**config.mk**
```make
export PLATFORM = sky130hd
export DESIGN_NAME = fixed_point_divider
export DESIGN_NICKNAME = d
export VERILOG_FILES = /design/src/rtl/fixed_point_divider.sv
export SDC_FILE = /design/constraint.sdc
export NUM_CORES = 1
export LEC_CHECK = 0
export CORE_ASPECT_RATIO = 1.2
export CORE_MARGIN = 3
export CORE_UTILIZATION = 32
export DETAILED_ROUTE_END_ITERATION = 6
export SLEW_MARGIN = 20
export SYNTH_ARGS = -nofsm -noshare
export SYNTH_HDL_FRONTEND = slang
export SYNTH_SLANG_ARGS = --single-unit
export TNS_END_PERCENT = 100
```
**constraint.sdc**
```tcl
create_clock -name clk -period 10.65 [get_ports clk]
set_clock_uncertainty 0.1 [all_clocks]
set_input_delay 3.195 -clock clk [delete_from_list [all_inputs] [get_ports clk]]
set_output_delay 3.195 -clock clk [all_outputs]
set_load 0.005 [all_outputs]
```
**src/rtl/fixed_point_divider.sv**
```systemverilog
// fixed_point_divider
//   Sequential radix-2 restoring divider for Q(WIDTH-FBITS).FBITS operands.
//   Computes operand_1 / operand_2 with the quotient truncated toward zero,
//   one quotient bit per clock, WIDTH+FBITS iterations per operation.
//
//   Optional feature: define FXDIV_SIGNED_EN for two's complement operands
//   (magnitudes are divided, the sign is applied afterwards, saturation is
//   to the signed limits). Without it the divider is purely unsigned.
//
//   Ports
//     clk          clock, rising edge
//     reset        asynchronous, active-high reset
//     start        request pulse, sampled only in IDLE
//     operand_1    dividend, fixed-point
//     operand_2    divisor, fixed-point
//     busy         high while dividing
//     result       quotient, held until the next completion
//     ready        one-cycle completion pulse
//     div_by_zero  divisor of the latched request was zero
//     overflow     quotient did not fit, result saturated
//
//   state  | meaning
//   IDLE   | waiting for start
//   DIVIDE | one quotient bit per cycle, ITER cycles
//   DONE   | outputs valid, ready pulse, back to IDLE next cycle
module fixed_point_divider #(
    parameter int WIDTH = 32,
    parameter int FBITS = 10
) (
    input  logic             clk,
    input  logic             reset,
    input  logic             start,
    input  logic [WIDTH-1:0] operand_1,
    input  logic [WIDTH-1:0] operand_2,
    output logic             busy,
    output logic [WIDTH-1:0] result,
    output logic             ready,
    output logic             div_by_zero,
    output logic             overflow
);

    localparam int N    = WIDTH + FBITS;
    localparam int ITER = N;
    localparam int CW   = $clog2(ITER);
    localparam logic [CW-1:0]    CNT_LOAD = CW'(ITER - 1);
    localparam logic [WIDTH-1:0] MSB_ONLY = {1'b1, {(WIDTH-1){1'b0}}};

    localparam logic [1:0] IDLE   = 2'd0;
    localparam logic [1:0] DIVIDE = 2'd1;
    localparam logic [1:0] DONE   = 2'd2;

    logic [1:0]       state;
    logic [CW-1:0]    cnt;
    logic [N-1:0]     dvd;
    logic [WIDTH-1:0] dvs;
    logic [WIDTH:0]   rem;
    logic [N-1:0]     quot;

    logic [WIDTH+1:0] shift;
    logic [WIDTH+1:0] trial;
    logic             qbit;
    logic [WIDTH:0]   rem_next;
    logic [N-1:0]     quot_next;
    logic             quot_hi;
    logic [WIDTH-1:0] res_fin;
    logic             ovf_fin;
    logic [N-1:0]     dvd_load;
    logic [WIDTH-1:0] dvs_load;
    logic [WIDTH-1:0] dz_result;

`ifdef FXDIV_SIGNED_EN
    logic             neg_q;
    logic [WIDTH-1:0] op1_mag;
    logic [WIDTH-1:0] op2_mag;

    // magnitude of the most negative value is 2^(WIDTH-1), still fits unsigned
    assign op1_mag   = operand_1[WIDTH-1] ? (~operand_1 + 1'b1) : operand_1;
    assign op2_mag   = operand_2[WIDTH-1] ? (~operand_2 + 1'b1) : operand_2;
    assign dvd_load  = {op1_mag, {FBITS{1'b0}}};
    assign dvs_load  = op2_mag;
    assign dz_result = operand_1[WIDTH-1] ? MSB_ONLY : ~MSB_ONLY;
`else
    assign dvd_load  = {operand_1, {FBITS{1'b0}}};
    assign dvs_load  = operand_2;
    assign dz_result = '1;
`endif

    assign busy  = (state == DIVIDE);
    assign ready = (state == DONE);

    // One restoring step: the remainder is always below the divisor, so the
    // shifted value needs WIDTH+1 bits and one more bit carries the borrow.
    always_comb begin
        shift     = {rem, dvd[N-1]};
        trial     = shift - {2'b00, dvs};
        qbit      = ~trial[WIDTH+1];
        rem_next  = qbit ? trial[WIDTH:0] : shift[WIDTH:0];
        quot_next = (quot << 1) | {{(N-1){1'b0}}, qbit};
    end

    always_comb begin
        quot_hi = |quot_next[N-1:WIDTH];
`ifdef FXDIV_SIGNED_EN
        if (neg_q) begin
            ovf_fin = quot_hi | (quot_next[WIDTH-1:0] > MSB_ONLY);
            res_fin = ovf_fin ? MSB_ONLY : (~quot_next[WIDTH-1:0] + 1'b1);
        end else begin
            ovf_fin = quot_hi | quot_next[WIDTH-1];
            res_fin = ovf_fin ? ~MSB_ONLY : quot_next[WIDTH-1:0];
        end
`else
        ovf_fin = quot_hi;
        res_fin = quot_hi ? '1 : quot_next[WIDTH-1:0];
`endif
    end

    always_ff @(posedge clk or posedge reset) begin
        if (reset) begin
            state       <= IDLE;
            cnt         <= '0;
            dvd         <= '0;
            dvs         <= '0;
            rem         <= '0;
            quot        <= '0;
            result      <= '0;
            div_by_zero <= 1'b0;
            overflow    <= 1'b0;
`ifdef FXDIV_SIGNED_EN
            neg_q       <= 1'b0;
`endif
        end else begin
            case (state)
                IDLE: begin
                    if (start) begin
                        overflow <= 1'b0;
                        if (operand_2 == '0) begin
                            result      <= dz_result;
                            div_by_zero <= 1'b1;
                            state       <= DONE;
                        end else begin
                            div_by_zero <= 1'b0;
                            dvd         <= dvd_load;
                            dvs         <= dvs_load;
                            rem         <= '0;
                            quot        <= '0;
                            cnt         <= CNT_LOAD;
`ifdef FXDIV_SIGNED_EN
                            neg_q       <= operand_1[WIDTH-1] ^ operand_2[WIDTH-1];
`endif
                            state       <= DIVIDE;
                        end
                    end
                end
                DIVIDE: begin
                    rem  <= rem_next;
                    quot <= quot_next;
                    dvd  <= dvd << 1;
                    cnt  <= cnt - 1'b1;
                    if (cnt == '0) begin
                        result   <= res_fin;
                        overflow <= ovf_fin;
                        state    <= DONE;
                    end
                end
                DONE:    state <= IDLE;
                default: state <= IDLE;
            endcase
        end
    end

endmodule

```
# Yosys cells after proc, flatten, opt, wreduce, memory -nomap -nowiden
# Cells that the tools add are included.
# Widths: inputs -> output; s select.
word_totals:
  elab_cells: 57
  in_bits: 67
  ff_bits: 190
op_classes:
  eq_ne: 6
  muxes: 26
  addsub: 2
  n_reduce_logical: 11
  bitwise_logic: 3
op_table:
  columns: ["cell", "n"]
  rows:
  - ["$mux 32", 4]
  - ["$mux 33", 3]
  - ["$mux 42", 2]
  - ["$pmux 42 s2", 1]
  - ["$mux 41", 2]
  - ["$pmux 41 s2", 1]
  - ["$pmux 33 s2", 1]
  - ["$pmux 32 s2", 1]
  - ["$or 42x1->42", 1]
  - ["$sub 34x32->34", 1]
  - ["$logic_not 32->1", 1]
  - ["$mux 6", 2]
  - ["$pmux 6 s2", 1]
  - ["$reduce_or 10->1", 1]
  - ["$reduce_and 3->1", 3]
  - ["$logic_not 6->1", 1]
  - ["$mux 2", 3]
  - ["$ne 2x2->1 const B", 3]
  - ["$sub 6x1->6 const B", 1]
  - ["$pmux 2 s2", 1]
  - ["$reduce_and 2->1", 2]
  - ["$reduce_and 4->1", 1]
  - ["$mux 1", 3]
  - ["$eq 2x1->1 const B", 1]
  - ["6 further kinds", 7]

# Logic depth before layout (Yosys ltp)
# Gate-level depths: netlist of run 1.
logic_depth:
  depth_word: 7
  ltp_mapped: 13

# Least setup slack after synthesis of run 1
# No wires, ideal clock.
synth_timing:
  path_kind: "in2reg"
  startpoint: "input port operand_2[17]"
  endpoint: "register rem[23]"
  path_slack_ns: 5.738
  setup_time_ns: 0.087
  required_time_ns: 10.463
  n_path_buf: 3
  cell_stages: 9
  arrival_time_ns: 4.726
  cell_sequence: "nor4_1 nand4_1 o21ai_0 a21o_1 clkbuf_1 clkbuf_8 clkbuf_1 nand2_1 o211ai_1"
synth_via:
  elab_chain_len: 3
synth_lines:
  columns: ["item", "line_no", "source"]
  rows:
  - ["start, declared", "34", "input logic [WIDTH-1:0] operand_2,"]
  - ["$logic_not 32->1", "136", "if (operand_2 == '0) begin"]
  - ["$ne 2x2->1 (no line)", null, null]
  - ["$reduce_and 3->1 (no line)", null, null]
  - ["end signal, assigned", "155", "rem <= rem_next;"]
  - ["end, declared", "56", "logic [WIDTH:0] rem;"]
# No other way between the ends.
# A chain may end at the register's enable or synchronous reset.

# Final worst setup path of run 1
layout_timing:
  startpoint: "input port operand_2[17]"
  endpoint: "register cnt[5]"
layout_via:
  elab_chain_len: 3
layout_lines:
  columns: ["item", "line_no", "source"]
  rows:
  - ["$logic_not 32->1", "136", null]
  - ["$ne 2x2->1 (no line)", null, null]
  - ["$reduce_and 3->1 (no line)", null, null]
  - ["end signal, assigned", "158", "cnt <= cnt - 1'b1;"]
  - ["end, declared", "53", "logic [CW-1:0] cnt;"]
# No other way between the ends.

==> impl_metrics.env, run 1 <==
export IMPL_status="complete, no violations"
export IMPL_boundaryPins=103
export IMPL_synth_area_um2=9070
export IMPL_hold_viol_final=0
export IMPL_ys_seq_elements=180
export IMPL_drv_slew=0
export IMPL_hold_path_class="reg2reg"
export IMPL_fin_nets=1112
export IMPL_avgSynthCellArea_um2=9.71
export IMPL_tns_ps=0
export IMPL_post_cts_buffers=0
export IMPL_total_power_mw=2.71
export IMPL_cts_sinks=180
export IMPL_worst_slack_ps=4200
export IMPL_r2r_start="dvs[16]"
export IMPL_port_buffers=102
export IMPL_drt_iter0_drc=516
export IMPL_crit_type="in2reg"
export IMPL_globalRouteOverflowTotal=0
export IMPL_synthCells=934
export IMPL_ff2ff_setup_slack_ps=6840
export IMPL_finish_utilization=0.401
export IMPL_grt_use_total=0.146
export IMPL_cp_max_fo=56
export IMPL_drive_gt1_frac=0.0616
export IMPL_syn_num_nets=1036
export IMPL_start_util=0.330
export IMPL_clockBufferDepth=2
export IMPL_tightest_slew_ps=1050
export IMPL_rows=66
export IMPL_layout_common_cells="180 x dfrtp_1, 150 x nand2_1, 102 x clkdlybuf4s50_1"
export IMPL_rsz0062_at_grt="no"
export IMPL_cts_max_level=4
export IMPL_firstDrtPassIters=5
export IMPL_grt_antenna_before_repair=0
export IMPL_pre_cts_ws_ps=3800
export IMPL_cts_tree="done"
export IMPL_p_leak_nw=4.85
export IMPL_grt_pass1_wl_um=36500
export IMPL_ant_nets=0
export IMPL_ys_flop_type="dfrtp_1"
export IMPL_synthDistinctLibCells=69
export IMPL_r2r_cells=10
export IMPL_routed_wl_um=21600
export IMPL_cts_buffers=17
export IMPL_area_delta_synth_final_pct=21.5
export IMPL_start_kind="input port"
export IMPL_synth_top_cells_by_area="dfrtp_1 50%, nand2_1 6.2%, ha_1 4.7%"
export IMPL_root_buffer="clkbuf_16"
export IMPL_first_global_vias=6999
export IMPL_grt_max_degree=107
export IMPL_gp_congestion=0.840
export IMPL_fillers=2766
export IMPL_crit_required_ps=10830
export IMPL_yosys_area_top_type="dfrtp_1"
export IMPL_wl_per_cell_um=15.4
export IMPL_synthArstFlopShare=1.00
export IMPL_slew_limit_headroom=0.300
export IMPL_die_h_um=190
export IMPL_r2r_end="rem[17]"
export IMPL_peakVddDrop_mv=0.0958
export IMPL_cts_resized=0
export IMPL_fin_crit_sh=0.605
export IMPL_clk_pin_slew_ps=70
export IMPL_core_area_um2=27500
export IMPL_whs_path_depth=1
export IMPL_synth_sequential_area_ratio=0.497
export IMPL_synth_edff_count=0
export IMPL_max_freq_ghz=0.155
export IMPL_worstSkewPairLatency_ps=430
export IMPL_worstPathArrival_ps=6630
export IMPL_die_w_um=160
export IMPL_vias_per_cell=5.11
export IMPL_final_common_cell="dfrtp_1"
export IMPL_cap_violations=0
export IMPL_min_to="quot[40]"
export IMPL_power_density_nw_per_um2=246
export IMPL_hpwlAfterDp_um=14600
export IMPL_worstHoldStart="quot[40]"
export IMPL_fin_crit_ps=6450
export IMPL_netlist_area_leader_share=0.497
export IMPL_setup_viol=0
export IMPL_synth_warnings=0
export IMPL_cp_end_kind="flip-flop"
export IMPL_die_area_um2=30400
export IMPL_holdBufCountCts=0
export IMPL_vias=7144
export IMPL_drc=0
[per-stage QoR]
stage | hold slack, ps | cells | area, um^2
finish | 403 | 1397 | 11000
global route | 424 | 1396 | 11000
CTS | 409 | 1396 | 11000
detailed placement | 390 | 1365 | 10400
global placement | 378 | 1365 | 10400
floorplan | 350 | 934 | 9070
[critical path, stage by stage]
cell and delay, ps:
clkdlybuf4s50_1 430, nor4_1 790, nand4_1 270, o21ai_0 450, a21o_2 510, buf_4 590
nor4_1 130, xnor2_1 160, nand2_1 70
[area by class of cell]
cell class | count | area (um^2) | area share
clock inverter | 12 | 165 | 0.0150
antenna | 1 | 2.50 | 0.000227
clock buffer | 19 | 453 | 0.0411
tap | 374 | 468 | 0.0425
inverter | 42 | 163 | 0.0148
multi-input combinational | 660 | 4190 | 0.380
timing repair buffer | 109 | 1070 | 0.0975
sequential | 180 | 4500 | 0.409
[logic make-up (layout without fill, tap and decap cells)]
logic type      after synthesis  in the layout  synth area share
buf+inv                      94            182            0.0453
fa+ha+maj                    35             35            0.0491
other cells                   0              1                 0
xor+xnor                     29             29            0.0280
flops                       180            180             0.497
simple gates                292            292             0.145
mux                          22             22            0.0246
compound gates              282            282             0.212
[worst max-delay path by stage]
| stage | depth (start not counted) | from | slack, ps | end |
|---|---|---|---|---|
| 2_1_floorplan | 1 | reset | 2470 | cnt[0] |
| 3_3_place_gp | 9 | operand_2[17] | 3790 | cnt[5] |
| 3_5_place_dp | 9 | operand_2[17] | 3800 | cnt[5] |
| 4_1_cts | 9 | operand_2[17] | 4250 | cnt[5] |
| 5_1_grt | 9 | operand_2[18] | 4050 | cnt[3] |
| 6_report | 9 | operand_2[17] | 4200 | cnt[5] |
[synth_stat cells, types with 4 or more instances]
| cell type | number |
|---|---|
| nand2_1 | 150 |
| inv_1 | 41 |
| mux2i_1 | 20 |
| nor3_1 | 8 |
| nor2b_1 | 8 |
| or3_1 | 4 |
| a21oi_1 | 40 |
| a31oi_1 | 32 |
| clkbuf_1 | 41 |
| nor2_1 | 57 |
| nand3_1 | 12 |
| xor2_1 | 11 |
| buf_4 | 4 |
| o21ai_0 | 77 |
| a211oi_1 | 4 |
| dfrtp_1 | 180 |
| a22o_1 | 42 |
| a32oi_1 | 10 |
| o211ai_1 | 7 |
| nor4_1 | 15 |
| o22a_1 | 32 |
| ha_1 | 34 |
| a21o_1 | 8 |
| nand4_1 | 7 |
| nand2b_1 | 7 |
| xnor2_1 | 18 |
[routing by layer]
metal / share of wire / track usage / vias to the layer above
met1: 0.48 / 0.202 / 3477
met5: 0 / 0 / -
li1: - / - / 3503
met3: 0.040 / 0.0291 / 14
met2: 0.47 / 0.232 / 150
met4: 0.013 / 0.0421 / 0
[power breakdown]
part | switching [mW] | leakage, nW | total [mW] | internal [mW]
sequential | 0.0907 | 2.28 | 0.915 | 0.824
combinational | 0.614 | 2.27 | 1.13 | 0.517
clock | 0.276 | 0.304 | 0.662 | 0.386
total | 0.980 | 4.85 | 2.71 | 1.73
[state kept, by name (all words and copies together), names as in the netlist]
name / cells
overflow: 1
quot: 41
result: 32
dvs: 32
cnt: 6
rem: 33
dvd: 32
div_by_zero: 1
state: 2
Note: power is estimated with default switching activity, not from simulation.
==> run 2, diff against run 1 <==
- clock period: 10.65 -> 5.5 ns (I/O delays scaled with it)
==> impl_metrics.env, run 2 (synthesis gave the netlist of run 1 again) <==
export IMPL_final_common_cell="dfrtp_1"
export IMPL_antenna_cells=0
export IMPL_fin_crit_ps=4410
export IMPL_r2r_start="rem[21]"
export IMPL_total_power_mw=5.27
export IMPL_tightest_slew_ps=1090
export IMPL_first_global_vias=7187
export IMPL_drive_gt1_frac=0.0644
export IMPL_ff2ff_setup_slack_ps=1680
export IMPL_post_cts_buffers=0
export IMPL_seqCellArea_um2=4500
export IMPL_status="complete, no violations"
export IMPL_holdBufCountCts=0
export IMPL_grt_use_total=0.148
export IMPL_grt_antenna_before_repair=0
export IMPL_worstHoldStart="dvs[0]"
export IMPL_hpwlAfterDp_um=14600
export IMPL_drc=0
export IMPL_crit_required_ps=5690
export IMPL_rsz0062_at_grt="no"
export IMPL_wl_per_cell_um=15.6
export IMPL_tns_ps=0
export IMPL_rows=66
export IMPL_die_area_um2=30400
export IMPL_cp_max_fo=66
export IMPL_largest_reg_flops=41
export IMPL_root_buffer="clkbuf_16"
export IMPL_worstPathArrival_ps=4600
export IMPL_fin_nets=1114
export IMPL_start_util=0.330
export IMPL_worstSkewPairLatency_ps=440
export IMPL_die_h_um=190
export IMPL_port_buffers=102
export IMPL_grt_pass1_wl_um=36800
export IMPL_hold_viol_final=0
export IMPL_routed_wl_um=21800
export IMPL_core_area_um2=27500
export IMPL_gp_congestion=0.847
export IMPL_cts_max_level=4
export IMPL_boundaryPins=103
export IMPL_r2r_end="rem[26]"
export IMPL_clk_pin_slew_ps=70
export IMPL_top_register="quot"
export IMPL_start_kind="input port"
export IMPL_ant_nets=0
export IMPL_vias_per_cell=5.10
export IMPL_r2r_cells=9
export IMPL_whs_path_depth=2
export IMPL_cp_end_kind="flip-flop"
export IMPL_largest_registers="quot (41), rem (33)"
export IMPL_firstDrtPassIters=5
export IMPL_max_freq_ghz=0.227
export IMPL_power_density_nw_per_um2=476
export IMPL_peakVddDrop_mv=0.271
export IMPL_cts_resized=0
export IMPL_drv_slew=0
export IMPL_fin_crit_sh=0.801
export IMPL_vias=7138
export IMPL_min_to="dvs[0]"
export IMPL_drt_iter0_drc=378
export IMPL_grt_max_degree=181
export IMPL_multiInputGateArea_um2=4190
export IMPL_fillers=2711
export IMPL_die_w_um=160
export IMPL_p_leak_nw=4.86
export IMPL_layout_common_cells="180 x dfrtp_1, 150 x nand2_1, 102 x clkdlybuf4s50_1"
export IMPL_cap_violations=0
export IMPL_cts_buffers=17
export IMPL_clockBufferDepth=2
export IMPL_hold_path_class="reg2reg"
export IMPL_globalRouteOverflowTotal=0
export IMPL_crit_type="in2reg"
export IMPL_cts_sinks=180
export IMPL_area_delta_synth_final_pct=22.1
export IMPL_slew_limit_headroom=0.273
export IMPL_cts_tree="done"
export IMPL_setup_viol=0
[run 2: cell count changes in the layout (fill, tap and decap cells not counted), moves of 2 or more]
cell and delta:
inv_6 -5, buf_12 +3, inv_8 +3, clkinv_8 +2, clkinvlp_4 +3, clkinv_4 +2
[run 2: worst max-delay path, stage by stage]
cell	delay, ps
clkdlybuf4s50_1	420
nor4_1	730
nand4_1	270
o21ai_0	230
buf_4	180
clkinv_2	590
nand2_1	360
o21ai_0	130
[run 2: worst max-delay path by stage]
stage	start	end	cells after the start
4_1_cts	operand_2[17]	rem[32]	8
5_1_grt	operand_2[17]	dvs[15]	8
2_1_floorplan	reset	cnt[0]	1
6_report	operand_2[17]	dvs[30]	8
3_5_place_dp	operand_2[17]	rem[32]	8
3_3_place_gp	operand_2[17]	rem[32]	8
[run 2: per-layer routing]
layer / part of all wire / global-route usage / vias up
li1: - / - / 3515
met1: 0.48 / 0.198 / 3471
met2: 0.47 / 0.242 / 124
met3: 0.031 / 0.0282 / 28
met4: 0.017 / 0.0488 / 0
met5: 0 / 0 / -
[run 2: area by class of cell]
type | count | share of cell area
multi-input combinational | 660 | 0.378
clock inverter | 14 | 0.0171
sequential | 180 | 0.407
timing repair buffer | 111 | 0.102
clock buffer | 18 | 0.0397
inverter | 42 | 0.0147
tap | 374 | 0.0423
[run 2: power breakdown]
group	internal, mW	switching, mW
registers	1.59	0.175
logic	1.01	1.20
clock network	0.706	0.584
total	3.31	1.96
[run 2: per-stage QoR]
step	std cells	util	cell area [um^2]	setup WS [ps]	hold slack, ps
2_1_floorplan	934	-	9070	1440	350
3_3_place_gp	1367	0.380	10400	648	371
3_5_place_dp	1367	0.380	10400	701	374
4_1_cts	1399	0.403	11100	1150	393
5_1_grt	1399	0.403	11100	789	424
6_report	1399	0.403	11100	1090	388
==> run 3, diff against run 2 <==
- clock period: 5.5 -> 4.1 ns (I/O delays scaled with it)
==> impl_metrics.env, run 3 (synthesis gave the netlist of run 1 again) <==
export IMPL_first_global_vias=7026
export IMPL_grt_use_total=0.148
export IMPL_r2r_cells=9
export IMPL_r2r_end="rem[18]"
export IMPL_drive_gt1_frac=0.0779
export IMPL_core_area_um2=27500
export IMPL_tightest_slew_ps=688
export IMPL_drv_slew=0
export IMPL_die_w_um=160
export IMPL_dpl_cell_area_um2=10600
export IMPL_vias=7195
export IMPL_crit_required_ps=4310
export IMPL_drt_iter0_drc=477
export IMPL_hold_viol_final=0
export IMPL_fillers=2719
export IMPL_status="complete, no violations"
export IMPL_final_common_cell="dfrtp_1"
export IMPL_routed_wl_um=21900
export IMPL_antenna_cells=0
export IMPL_post_cts_buffers=0
export IMPL_crit_top_cell="o21ai_0"
export IMPL_cts_max_level=4
export IMPL_peakVddDrop_mv=0.387
export IMPL_drc=0
export IMPL_grt_max_degree=64
export IMPL_cts_sinks=180
export IMPL_root_buffer="clkbuf_16"
export IMPL_hold_path_class="reg2reg"
export IMPL_tns_ps=0
export IMPL_globalRouteOverflowTotal=0
export IMPL_crit_path_cell_trace="clkdlybuf4s50_1, nor4_1, nand4_1, o21ai_0, inv_2, buf_4, nand2_1, o21ai_0"
export IMPL_worstHoldStart="dvs[0]"
export IMPL_grt_antenna_before_repair=0
export IMPL_slowest_stage="nor4_1"
export IMPL_die_area_um2=30400
export IMPL_power_density_nw_per_um2=629
export IMPL_crit_family="simple AND/OR/NAND/NOR gates"
export IMPL_fin_crit_ps=3330
export IMPL_layout_common_cells="180 x dfrtp_1, 150 x nand2_1, 102 x clkdlybuf4s50_1"
export IMPL_worstPathArrival_ps=3540
export IMPL_crit_type="in2reg"
export IMPL_ant_nets=0
export IMPL_boundaryPins=103
export IMPL_largest_registers="quot (41), rem (33)"
export IMPL_start_kind="input port"
export IMPL_slew_limit_headroom=0.537
export IMPL_holdBufCountCts=0
export IMPL_r2r_start="rem[21]"
export IMPL_gp_congestion=0.848
export IMPL_clk_pin_slew_ps=70
export IMPL_grt_pass1_wl_um=36600
export IMPL_fin_nets=1129
export IMPL_fin_area_um2=11200
export IMPL_cts_tree="done"
export IMPL_cts_buffers=17
export IMPL_cp_slowest_stage_delay_ps=640
export IMPL_rsz0062_at_grt="no"
export IMPL_firstDrtPassIters=5
export IMPL_cap_violations=0
export IMPL_area_delta_synth_final_pct=23.9
export IMPL_whs_path_depth=2
export IMPL_pre_cts_ws_ps=325
export IMPL_total_power_mw=7.07
export IMPL_worst_path_buf_inv=3
export IMPL_clockBufferDepth=2
export IMPL_largest_reg_flops=41
export IMPL_rows=66
export IMPL_cts_resized=0
export IMPL_worstSkewPairLatency_ps=440
export IMPL_max_freq_ghz=0.300
export IMPL_hold_ws_ps=398
export IMPL_cp_max_fo=34
export IMPL_min_to="dvs[0]"
export IMPL_top_register="quot"
export IMPL_cp_end_kind="flip-flop"
export IMPL_start_util=0.330
export IMPL_worst_slack_ps=772
export IMPL_ff2ff_setup_slack_ps=860
export IMPL_hpwlAfterDp_um=15500
export IMPL_port_buffers=102
export IMPL_die_h_um=190
export IMPL_p_leak_nw=4.95
export IMPL_vias_per_cell=5.09
export IMPL_wl_per_cell_um=15.5
export IMPL_setup_viol=0
export IMPL_fin_crit_sh=0.812
==> run 3: cell types whose count changed in the layout (fill, tap and decap cells not counted), sizes merged <==
cell,change
buf,+15
inv,+1
clkinv,-1
==> run 3: layout make-up <==
cell class | instances | area [um^2] | area share
repair buffers | 126 | 1290 | 0.115
clock inverters | 14 | 189 | 0.0168
flip-flops and latches | 180 | 4500 | 0.401
clock buffers | 18 | 439 | 0.0391
well taps | 374 | 468 | 0.0416
inverters | 42 | 161 | 0.0144
multi-input cells | 660 | 4190 | 0.372
==> run 3: power by group <==
group	total, mW	switching (mW)	internal, mW	leakage (nW)
clock network	1.71	0.766	0.946	0.298
registers	2.38	0.236	2.14	2.28
logic	2.98	1.61	1.37	2.38
==> run 3: through the flow <==
step	util	instances
finish	0.409	1414
global route	0.409	1414
CTS	0.409	1414
detailed placement	0.386	1382
global placement	0.386	1382
floorplan	-	934
==> run 3: per-layer routing <==
layer,wire [um],part of all wire,vias up,track usage
li1,-,-,3530,-
met1,10300,0.47,3506,0.199
met2,10500,0.48,138,0.245
met3,738,0.034,21,0.0245
met4,356,0.016,0,0.0475
met5,0,0,-,0
==> run 3: worst max-delay path by stage <==
stage / cells after the start / start / endpoint / slack (ps)
floorplan: 1 / reset / cnt[0] / 460
global placement: 8 / operand_2[17] / dvs[31] / 250
detailed placement: 8 / operand_2[16] / dvs[31] / 330
CTS: 8 / operand_2[17] / dvs[31] / 790
global route: 9 / rem[21] / rem[18] / 600
finish: 8 / operand_2[17] / dvs[1] / 770
==> run 3: worst min-delay path: stages (launching register included) <==
cell and delay (ps):
dfrtp_1 360, nand2_1 60, nand2_1 50
